[src/rtl/fp16_pkg.sv]
// Shared constants, FSM state type and result record for the binary16
// normalize/round back end.
package fp16_pkg;

   localparam int MANT_W  = 14;
   localparam int EXP_W   = 5;
   localparam int FRAC_W  = 10;
   localparam int EXP_MAX = 31;
   localparam int RES_W   = 1 + EXP_W + FRAC_W;

   // Rounding bit positions within the raw mantissa
   localparam int KEEP_LSB = 3;
   localparam int G_POS    = 2;
   localparam int R_POS    = 1;
   localparam int S_POS    = 0;

   typedef enum logic [1:0] {
      IDLE,
      SHIFT,
      ROUND,
      DONE
   } state_t;

   typedef struct packed {
      logic [RES_W-1:0] bits;
      logic             ovf;
      logic             inexact;
   } round_t;

endpackage

[src/rtl/lzc14.sv]
// 14-bit leading-zero counter; an all-zero input yields 14.
module lzc14 (
   input  logic [13:0] value,
   output logic [3:0]  count
);

   // Scanning upward lets the most significant set bit win
   always_comb begin
      count = 4'd14;
      for (int i = 0; i < 14; i++) begin
         if (value[i]) count = 4'(13 - i);
      end
   end

endmodule

[src/rtl/normalize_and_round.sv]
// Left-normalizes a raw adder mantissa, rounds to nearest-even and packs binary16.
// Define NORM_FAST_EN for a single-cycle LZC-based normalize instead of 1 bit/cycle.
module normalize_and_round #(
   parameter int MANT_W = fp16_pkg::MANT_W,
   parameter int EXP_W  = fp16_pkg::EXP_W,
   parameter int FRAC_W = fp16_pkg::FRAC_W
) (
   input  logic                    clk,
   input  logic                    rst_n,
   input  logic                    in_valid,
   output logic                    in_ready,
   input  logic                    sign_in,
   input  logic [MANT_W-1:0]       mant_in,
   input  logic [EXP_W-1:0]        exp_in,
   input  logic                    sticky_in,
   output logic                    out_valid,
   input  logic                    out_ready,
   output logic [EXP_W+FRAC_W:0]   result,
   output logic                    flag_ovf,
   output logic                    flag_inexact
);
   import fp16_pkg::*;

   state_t                 state_q, state_d;
   logic                   sign_q;
   logic [MANT_W-1:0]      mant_q;
   logic [EXP_W:0]         exp_q;
   logic                   sticky_q;
   logic [EXP_W+FRAC_W:0]  result_q;
   logic                   ovf_q;
   logic                   inexact_q;
   logic                   shift_en;
   round_t                 rnd;

   function automatic round_t round_pack(input logic sign, input logic [13:0] mant,
                                         input logic [5:0] exp, input logic sticky);
      round_t      rt;
      logic [10:0] keep;
      logic        g, r, s, inc, hidden;
      logic [11:0] sum;
      logic [5:0]  exp_f;
      logic [9:0]  frac;
      keep   = mant[13:KEEP_LSB];
      g      = mant[G_POS];
      r      = mant[R_POS];
      s      = mant[S_POS] | sticky;
      inc    = g & (r | s | keep[0]);
      sum    = {1'b0, keep} + {11'b0, inc};
      exp_f  = exp;
      frac   = sum[9:0];
      hidden = sum[10];
      // Rounding carried out of the significand: renormalize by one
      if (sum[11]) begin
         exp_f  = exp + 6'd1;
         frac   = '0;
         hidden = 1'b1;
      end
      rt.inexact = g | r | s;
      rt.ovf     = 1'b0;
      if (mant == '0) begin
         rt.bits = {sign, 15'h0};
      end else if (exp_f >= 6'(EXP_MAX)) begin
         rt.bits = {sign, 5'h1F, 10'h0};
         rt.ovf  = 1'b1;
      end else if (!hidden) begin
         rt.bits = {sign, 5'h0, frac};
      end else begin
         rt.bits = {sign, exp_f[4:0], frac};
      end
      return rt;
   endfunction

   assign shift_en = (mant_q != '0) && !mant_q[MANT_W-1] && (exp_q > 6'd1);
   assign rnd      = round_pack(sign_q, mant_q, exp_q, sticky_q);

`ifdef NORM_FAST_EN
   logic [3:0]     lz, shamt;
   logic [EXP_W:0] lim;

   lzc14 u_lzc (
      .value (mant_q),
      .count (lz)
   );

   // Shift no further than the exponent allows; stopping at exp==1 leaves a denormal
   always_comb begin
      lim   = exp_q - 6'd1;
      shamt = lz;
      if (mant_q == '0)          shamt = '0;
      else if ({2'b0, lz} > lim) shamt = lim[3:0];
   end
`endif

   always_ff @(posedge clk or negedge rst_n) begin
      if (!rst_n) state_q <= IDLE;
      else        state_q <= state_d;
   end

   always_comb begin
      state_d   = state_q;
      in_ready  = 1'b0;
      out_valid = 1'b0;
      case (state_q)
         IDLE: begin
            in_ready = 1'b1;
            if (in_valid) state_d = SHIFT;
         end
         SHIFT: begin
`ifdef NORM_FAST_EN
            state_d = ROUND;
`else
            if (!shift_en) state_d = ROUND;
`endif
         end
         ROUND: state_d = DONE;
         DONE: begin
            out_valid = 1'b1;
            if (out_ready) state_d = IDLE;
         end
         default: state_d = IDLE;
      endcase
   end

   // ---- operand capture / normalize / round-and-pack registers ----
   always_ff @(posedge clk or negedge rst_n) begin
      if (!rst_n) begin
         sign_q    <= 1'b0;
         mant_q    <= '0;
         exp_q     <= '0;
         sticky_q  <= 1'b0;
         result_q  <= '0;
         ovf_q     <= 1'b0;
         inexact_q <= 1'b0;
      end else begin
         case (state_q)
            IDLE: begin
               if (in_valid) begin
                  sign_q   <= sign_in;
                  mant_q   <= mant_in;
                  exp_q    <= (exp_in == '0) ? 6'd1 : {1'b0, exp_in};
                  sticky_q <= sticky_in;
               end
            end
            SHIFT: begin
`ifdef NORM_FAST_EN
               mant_q <= mant_q << shamt;
               exp_q  <= exp_q - {2'b0, shamt};
`else
               if (shift_en) begin
                  mant_q <= {mant_q[MANT_W-2:0], 1'b0};
                  exp_q  <= exp_q - 6'd1;
               end
`endif
            end
            ROUND: begin
               result_q  <= rnd.bits;
               ovf_q     <= rnd.ovf;
               inexact_q <= rnd.inexact;
            end
            default: ;
         endcase
      end
   end

   assign result       = result_q;
   assign flag_ovf     = ovf_q;
   assign flag_inexact = inexact_q;

endmodule

[config.mk]
export PLATFORM = sky130hd
export DESIGN_NAME = normalize_and_round
export DESIGN_NICKNAME = d
export VERILOG_FILES = /design/src/rtl/fp16_pkg.sv /design/src/rtl/lzc14.sv /design/src/rtl/normalize_and_round.sv
export SDC_FILE = /design/constraint.sdc
export NUM_CORES = 1
export LEC_CHECK = 0
export BUFFER_PORTS_ARGS = -buffer_cell sky130_fd_sc_hd__buf_2
export CORE_AREA = 10 10 83 100
export CTS_BUF_LIST = sky130_fd_sc_hd__clkbuf_16
export CTS_CLUSTER_SIZE = 16
export DETAILED_ROUTE_END_ITERATION = 10
export DIE_AREA = 0 0 93 110
export GPL_TIMING_DRIVEN = 0
export PLACE_DENSITY = 0.67
export SLEW_MARGIN = 30
export SYNTH_ARGS = -nofsm -noshare
export SYNTH_HDL_FRONTEND = slang
export SYNTH_SLANG_ARGS = --single-unit
export TNS_END_PERCENT = 10
[constraint.sdc]
create_clock -name clk -period 5.2 [get_ports clk]
set_input_delay 1.04 -clock clk [delete_from_list [all_inputs] [get_ports clk]]
set_output_delay 1.04 -clock clk [all_outputs]
set_load 0.01 [all_outputs]
# Yosys cells after proc, flatten, opt, wreduce, memory -nomap -nowiden
# Cells that the tools add are included.
[classes] add_sub_neg=3 order_cmp=2 n_eq_ne=7 mux=21 bitwise=6 reduce_logical=11
[op_table] cell="$mux W15" n=3
[op_table] cell="$mux W14" n=2
[op_table] cell="$pmux W14 S2" n=1
[op_table] cell="$mux W6" n=3
[op_table] cell="$logic_not A14 Y1" n=1
[op_table] cell="$reduce_bool A14 Y1" n=1
[op_table] cell="$add A11 B1 Y12" n=1
[op_table] cell="$pmux W6 S2" n=1
[op_table] cell="$mux W10" n=1
[op_table] cell="$ne A2 B2 Y1 const B" n=4
[op_table] cell="$pmux W2 S4" n=1
[op_table] cell="$add A6 B1 Y6 const B" n=1
[op_table] cell="$ge A6 B5 Y1 const B" n=1
[op_table] cell="$gt A6 B1 Y1 const B" n=1
[op_table] cell="$mux W2" n=3
[op_table] cell="$reduce_and A3 Y1" n=2
[op_table] cell="$sub A6 B1 Y6 const B" n=1
[op_table] cell="$logic_not A5 Y1" n=1
[op_table] cell="$mux W1" n=5
[op_table] cell="$mux W5" n=1
[op_table] cell="$or A1 B1 Y1" n=5
[op_table] cell="$eq A2 B2 Y1 const B" n=2
[op_table] cell="$eq A2 B1 Y1 const B" n=1
[op_table] cell="$logic_and A1 B1 Y1" n=2
[op_table] cell="5 further kinds" n=5
[word_totals] reg_bits=42 output_inout_bits=20 elab_cells=58

# Logic depth before layout (Yosys ltp)
# Gate-level depths: netlist of the first run.
[logic_depth] word_depth=9 ltp_mapped=9 depth_no_buf=7

# Least setup slack after synthesis of the first run
# OpenSTA, ideal clock, no wires.
[synth_path] path_type="input port to flip-flop" start="in in_valid" end="reg exp_q[5]" arrival_time_ps=1958 required_time_ps=5090 path_slack_ps=3132 path_stages=5 cell_sequence="or2b_2 inv_1 or2_2 buf_4 o41ai_1"
[synth_via] elab_chain_len=2
[synth_lines] element="start, declared" line="normalize_and_round.sv:10" source="input logic in_valid,"
[synth_lines] element="$ne A2 B2 Y1 (no line)"
[synth_lines] element="$reduce_and A3 Y1 (no line)"
[synth_lines] element="end signal, assigned" line="normalize_and_round.sv:140" source="exp_q <= (exp_in == '0) ? 6'd1 : {1'b0, exp_in};"
[synth_lines] element="end signal, assigned" line="normalize_and_round.sv:151" source="exp_q <= exp_q - 6'd1;"
[synth_lines] element="end, declared" line="normalize_and_round.sv:27" source="logic [EXP_W:0] exp_q;"
# Every way passes these cells.
# A chain may end at the register's enable or synchronous reset.

# Worst setup path in the final report of the first run
[layout_path] start="reg exp_q[0]" end="reg exp_q[5]"
[layout_via] elab_chain_len=4 word_cells_on_any_way=7 cone_classes="add/sub: 1; order compare: 1; eq/ne: 1; mux: 2; reduce/logical: 2"
[layout_lines] element="$gt A6 B1 Y1" line="normalize_and_round.sv:73" source="assign shift_en = (mant_q != '0) && !mant_q[MANT_W-1] && (exp_q > 6'd1);"
[layout_lines] element="$logic_and A1 B1 Y1" line="normalize_and_round.sv:73"
[layout_lines] element="$ne A2 B2 Y1 (no line)"
[layout_lines] element="$reduce_and A3 Y1 (no line)"
# Several ways; a longest one is shown, not always the timed one. The select of a mux whose other input is x is not followed.

==> results of run 1 <==
[final cells by class]
class | instances | area, um^2 | share of cell area, %
Multi-Input combinational cell | 186 | 1340 | 44.7
Sequential cell | 42 | 1050 | 35.0
Timing Repair Buffer | 44 | 223 | 7.41
Clock buffer | 5 | 125 | 4.16
Tap cell | 85 | 106 | 3.54
Buffer | 18 | 93.8 | 3.12
Inverter | 13 | 48.8 | 1.62
Clock inverter | 3 | 12.5 | 0.416
[sequential cells by signal, summed over array words and instances (netlist names)]
name,cells
exp_q,6
flag_ovf,1
sign_q,1
result,16
flag_inexact,1
mant_q,14
sticky_q,1
state_q,2
[stage by stage]
stage	instances	area [um^2]	util (%)	worst slack, ns	hold WS, ns
finish	396	3000	47.5	2.93	0.475
global route	396	3000	47.5	2.73	0.504
CTS	396	3000	47.4	2.93	0.484
detailed placement	388	2860	45.3	2.88	0.468
global placement	388	2860	45.3	2.85	0.462
floorplan	259	2540	-	3.13	0.474
[worst paths after layout]
| kind | endpoint | slack, ns | cells after the start |
|---|---|---|---|
| max | exp_q[5] | 2.93 | 8 |
| min | result[8] | 0.47 | 1 |
| max reg2reg | exp_q[5] | 2.93 | 8 |
| min reg2reg | result[8] | 0.47 | 1 |
| max in group asynchronous | result[14] | 4.09 | 1 |
| min in group asynchronous | mant_q[5] | 0.74 | 1 |
[power by group]
group / total [W] / switching [W] / internal (W)
clock network: 0.000293 / 0.000120 / 0.000173
registers: 0.000613 / 0.000135 / 0.000478
logic: 0.000985 / 0.000565 / 0.000420
total: 0.00189 / 0.000820 / 0.00107
[Yosys cell counts (4+ instances only)]
library cell / count
a21oi_1: 4
a31oi_1: 4
buf_2: 5
clkbuf_1: 7
dfrtp_1: 42
ha_1: 8
inv_1: 12
mux2i_1: 18
nand2_1: 11
nand3_1: 4
nand4_1: 6
nor2_1: 15
nor3_1: 7
nor4_1: 5
o21ai_0: 36
o2bb2ai_1: 10
xnor2_1: 8
xor2_1: 5
[layer usage]
layer | vias to the layer above | routed length, um | global-route usage, %
met2 | 45 | 3210 | 22.0
met5 | - | 0 | 0
li1 | 1057 | - | -
met1 | 1054 | 2740 | 15.4
met4 | 0 | 66 | 4.64
met3 | 6 | 379 | 3.92
[cell families after synthesis]
| group | after synthesis | share of synthesized area (%) |
|---|---|---|
| flip-flops | 42 | 41.4 |
| AND/OR/NAND/NOR | 69 | 16.4 |
| XOR/XNOR | 13 | 4.49 |
| buffers and inverters | 31 | 5.62 |
| adder cells (fa/ha/maj) | 8 | 3.94 |
| AO/OA/AOI/OAI | 74 | 19.1 |
| multiplexers | 22 | 9.02 |
[worst reg2reg max path: stages (launching register included)]
cell and delay (ns):
dfrtp_1 0.54, inv_1 0.18, ha_1 0.28, nor2_1 0.12
o311a_1 0.19, a22oi_1 0.08, or2_2 0.30, buf_4 0.18
o41ai_1 0.30
==> reports/metrics.csv, run 1 <==
stage;metric;value;unit
yosys;top cell type by total area after synthesis;dfrtp_1;
setup_path;crit-path max FO;11;
global_routing;initial antenna violation count;0;
die;initial cell density of the core;40.1;%
clock_network;hold_buf cts;0;
sta;Total Neg Setup Slack;0;ns
die;die extent in x;93;um
placed_design;hpwl dp;4.78;mm
drt;vias post-DR;2162;
clock_network;CTS Buffer Depth;2;
power;pwr dens;630;nW/um^2
setup_path;cells along the critical path;inv_1, ha_1, nor2_1, o311a_1, a22oi_1, or2_2, buf_4, o41ai_1;
sta;FMAX;440;MHz
die;Die ar.;10200;um^2
min_path;hold crit path type;flop to flop;
power;post-layout power;0.00189;W
finish;share of cells above drive strength 1;24.8;%
global_routing;first-pass GRT wire length;10.7;mm
yosys;syn_area_per_cell;9.80;um^2
drt;Residual DRC;0;
drt;Final Routed Wirelength;6.40;mm
die;Ports;45;
setup_path;Setup Crit Path Kind;flop to flop;
sta;RSZ-0062 raised after global routing;false;
setup_path;CP required;5.37;ns
drt;Routed wire per std cell;16.2;um
finish;Nets;343;
finish;P&R area growth vs syn;18.4;%
run;Max-Cap Viols;0;
clock_network;Clk Latency, worst-skew pair;0.28;ns
die;Core Region;6330;um^2
drt;initial DRC count;110;
setup_path;Worst EP arrival;2.45;ns
sta;post-layout min period;2.27;ns
power;leakage power;1.33;nW
clock_network;Clock Sinks;42;
sta;period utilization;43.7;%
yosys;Netlist cell types;54;
setup_path;Crit. End Element;flop;
yosys;synth top area cells;dfrtp_1 (41%), mux2i_1 (7.1%), o21ai_0 (7.1%);
yosys;syn_nets;292;
clock_network;H-tree lvl count;2;
global_routing;pin count of the biggest net entering global routing;43;
global_routing;grt ovf;0;
setup_path;slowest cell on the critical path;dfrtp_1;
yosys;Cell Area, Synth;2540;um^2
drt;Via density;5.46;
placed_design;routability cong.;0.843;
global_routing;vias in the first global route;2208;
sta;Worst slew margin;52.1;%
finish;commonest non-fill, non-tap cells in the layout;buf_2 (48), dfrtp_1 (42), o21ai_0 (36);
yosys;Synth Instances;259;
yosys;Seq cells post-synth;42;
sta;Slew Limit Fails;0;
clock_network;postcts setup bufs;0;
setup_path;CP top delay family;compound AO/OA/AOI/OAI gates;
clock_network;cts bufs inserted;5;
finish;ANT cells;0;
power;worst ir drop on vdd;0.388;mV
setup_path;reg-to-reg startpoint;exp_q[0];
yosys;Synth async-reset ratio;100;%
global_routing;total global-route track usage;13.0;%
setup_path;crit-path max cell delay;0.54;ns
min_path;Hold Startpoint;result[8];
sta;Setup Viol. Count Final;0;
yosys;Seq/Total Area, Yosys;41.4;%
sta;Clock Skew;0.00642;ns
yosys;share of the synthesized area in the top cell type;41.4;%
run_status;status;finished clean;
placed_design;PortBufs;44;
die;Die Y;110;um
finish;commonest non-fill, non-tap cell in the layout;buf_2;
yosys;EDFF count, synth;0;
setup_path;CP startpoint;exp_q[0];
finish;FILL cells;644;
setup_path;WP buf/inv;2;
yosys;Synth Warn #;0;
clock_network;post-cts resize count;0;
setup_path;crit path launch type;flop;
die;FP Rows;32;
sta;Final Hold Fails;0;
clock_network;Root Buffer Master;clkbuf_16;
clock_network;CTS tree;yes;
clock_network;Clk pin slew, worst setup/hold paths;0.06;ns
yosys;Main synth FF type;dfrtp_1;
sta;worst slew pin tran;0.718;ns
drt;Post-DRT Antenna Nets;0;
drt;DR pass1 iterations;4;
Note: power is estimated with default switching activity, not from simulation.
==> inputs of run 2 (changes only) <==
PLACE_DENSITY = 0.7   (was 0.67)
clock period = 1.9 ns   (was 5.2 ns; I/O delays follow)
==> run 2 against run 1 <==
  * The run now ends with negative setup slack left
  * Final cell count increased by 2.5%
  * Cell area increased by 11%
  * Clock skew down 0.0017 ns
  * Flip-flop and latch count is the same
  * Critical path depth shrank 3
  * Power rose to 3.3 times the previous value
  * First-iteration DRC count grew 15%
  * Die area did not move
  * Worst hold slack worse by 0.40 ns
  * Critical endpoint is now state_q[1]
==> reports/metrics.csv, run 2 (same netlist as run 1, synthesis figures left out) <==
stage;metric;value;unit;change
run_status;status;finished, violations left;;was finished clean
run_status;failing checks;negative setup slack;;
sta;Slew Limit Fails;0;;unchanged
drt;vias post-DR;2245;;was 2162
clock_network;cts bufs inserted;5;;unchanged
global_routing;total global-route track usage;13.6;%;was 13.0%
setup_path;crit path launch type;flop;;unchanged
finish;commonest non-fill, non-tap cell in the layout;buf_2;;unchanged
run;Max-Cap Viols;0;;unchanged
clock_network;CTS tree;yes;;unchanged
global_routing;first-pass GRT wire length;11.3;mm;was 10.7 mm
sta;worst slew pin tran;0.549;ns;was 0.718 ns
die;FP Rows;32;;unchanged
drt;Final Routed Wirelength;7.07;mm;was 6.40 mm
placed_design;routability cong.;0.853;;was 0.843
die;Die ar.;10200;um^2;unchanged
setup_path;Worst EP arrival;2.21;ns;was 2.45 ns
clock_network;H-tree lvl count;2;;unchanged
sta;Setup Viol. Count Final;29;;was 0
clock_network;CTS Buffer Depth;2;;unchanged
min_path;hold crit path type;input port to async pin;;was flop to flop
drt;DR pass1 iterations;4;;unchanged
sta;period utilization;107;%;was 43.7%
setup_path;CP required;2.07;ns;was 5.37 ns
sta;Worst slew margin;63.4;%;was 52.1%
clock_network;hold_buf cts;0;;unchanged
finish;max FFs per register;16;;unchanged
placed_design;hpwl dp;4.79;mm;was 4.78 mm
sta;Clock Skew;0.00473;ns;was 0.00642 ns
global_routing;initial antenna violation count;0;;unchanged
placed_design;PortBufs;44;;unchanged
die;Die Y;110;um;unchanged
sta;hold slack final;0.0773;ns;was 0.475 ns
global_routing;grt ovf;0;;unchanged
sta;post-layout min period;2.04;ns;was 2.27 ns
finish;P&R area growth vs syn;31.0;%;was 18.4%
die;Core Region;6330;um^2;unchanged
finish;Final Core Density;52.6;%;was 47.5%
power;leakage power;1.45;nW;was 1.33 nW
global_routing;pin count of the biggest net entering global routing;43;;unchanged
power;worst ir drop on vdd;1.08;mV;was 0.388 mV
drt;initial DRC count;127;;was 110
drt;Via density;5.53;;was 5.46
setup_path;Setup Crit Path Kind;flop to flop;;unchanged
placed_design;cell total after placement;388;;unchanged
finish;Nets;354;;was 343
drt;Residual DRC;0;;unchanged
power;pwr dens;1850;nW/um^2;was 630 nW/um^2
die;initial cell density of the core;40.1;%;unchanged
setup_path;crit-path max FO;6;;was 11
setup_path;Crit. End Element;flop;;unchanged
drt;Post-DRT Antenna Nets;0;;unchanged
clock_network;Clk pin slew, worst setup/hold paths;0.06;ns;about the same
clock_network;Clock Sinks;42;;unchanged
drt;Routed wire per std cell;17.4;um;was 16.2 um
sta;FMAX;491;MHz;was 440 MHz
global_routing;vias in the first global route;2324;;was 2208
finish;ANT cells;0;;unchanged
placed_design;Place WS;-0.307;ns;was 2.88 ns
clock_network;Root Buffer Master;clkbuf_16;;unchanged
sta;RSZ-0062 raised after global routing;true;;was false
finish;share of cells above drive strength 1;37.7;%;was 24.8%
sta;Final WS setup;-0.138;ns;was 2.93 ns
finish;final std cells w/o fill;406;;was 396
die;die extent in x;93;um;unchanged
clock_network;Clk Latency, worst-skew pair;0.29;ns;was 0.28 ns
die;Ports;45;;unchanged
sta;Final Hold Fails;0;;unchanged
finish;commonest non-fill, non-tap cells in the layout;buf_2 (46), dfrtp_1 (34), o21ai_0 (22);;was buf_2 (48), dfrtp_1 (42), o21ai_0 (36)
[run 2: power by group]
| group | internal, W | leakage [nW] | switching [W] |
|---|---|---|---|
| combinational | 0.00164 | 0.862 | 0.00184 |
| clock | 0.000608 | 0.0773 | 0.000348 |
| sequential | 0.00133 | 0.513 | 0.000390 |
[run 2: layer usage]
| layer | GRT usage [%] | up-vias | wire length (um) | share of wire (%) |
|---|---|---|---|---|
| met5 | 0 | - | 0 | 0 |
| met4 | 4.42 | 0 | 80 | 1.1 |
| met3 | 3.18 | 6 | 357 | 5.0 |
| met2 | 23.9 | 55 | 3740 | 53 |
| met1 | 15.9 | 1106 | 2900 | 41 |
| li1 | - | 1078 | - | - |
[run 2: worst max-delay path: stages, from the launching register on]
cell     delay, ns
dfrtp_1       0.37
buf_6         0.13
or3_4         0.37
o311a_4       0.37
a221o_2       0.38
mux2_4        0.30
[run 2: worst paths after layout]
kind,start,endpoint,slack [ns],cells after the start
setup / recovery,exp_q[4],state_q[1],-0.14,5
hold / removal,rst_n,mant_q[6],0.08,1
setup reg to reg,exp_q[4],state_q[1],-0.14,5
hold reg to reg,flag_ovf,flag_ovf,0.48,1
max in group asynchronous,rst_n,mant_q[7],1.41,1
min in group clk,sticky_in,sticky_q,0.33,2
[run 2: through the flow]
stage                     TNS (ns)  area (um^2)  power [W]
after floorplan            -0.0251         2540    0.00360
after global placement       -5.65         2870    0.00431
after detailed placement     -6.58         2870    0.00439
after CTS                    -1.77         3140    0.00564
after global routing         -4.31         3320    0.00658
final                        -1.92         3320    0.00615
[run 2: timing repair]
action / 4_1_cts / 5_1_grt
setup buffers: 5 / 4
gates resized for setup: 37 / 38
cloned: 0 / 2
pin swaps: 6 / 11
endpoints found under the setup margin: 37 / 38
[run 2: cell type report]
class,count,area [um^2]
Multi-Input combinational cell,186,1470
Fill cell,588,3000
Tap cell,85,106
Clock inverter,2,33.8
Inverter,13,48.8
Sequential cell,42,1060
Buffer,18,159
Timing Repair Buffer,55,320
Clock buffer,5,125
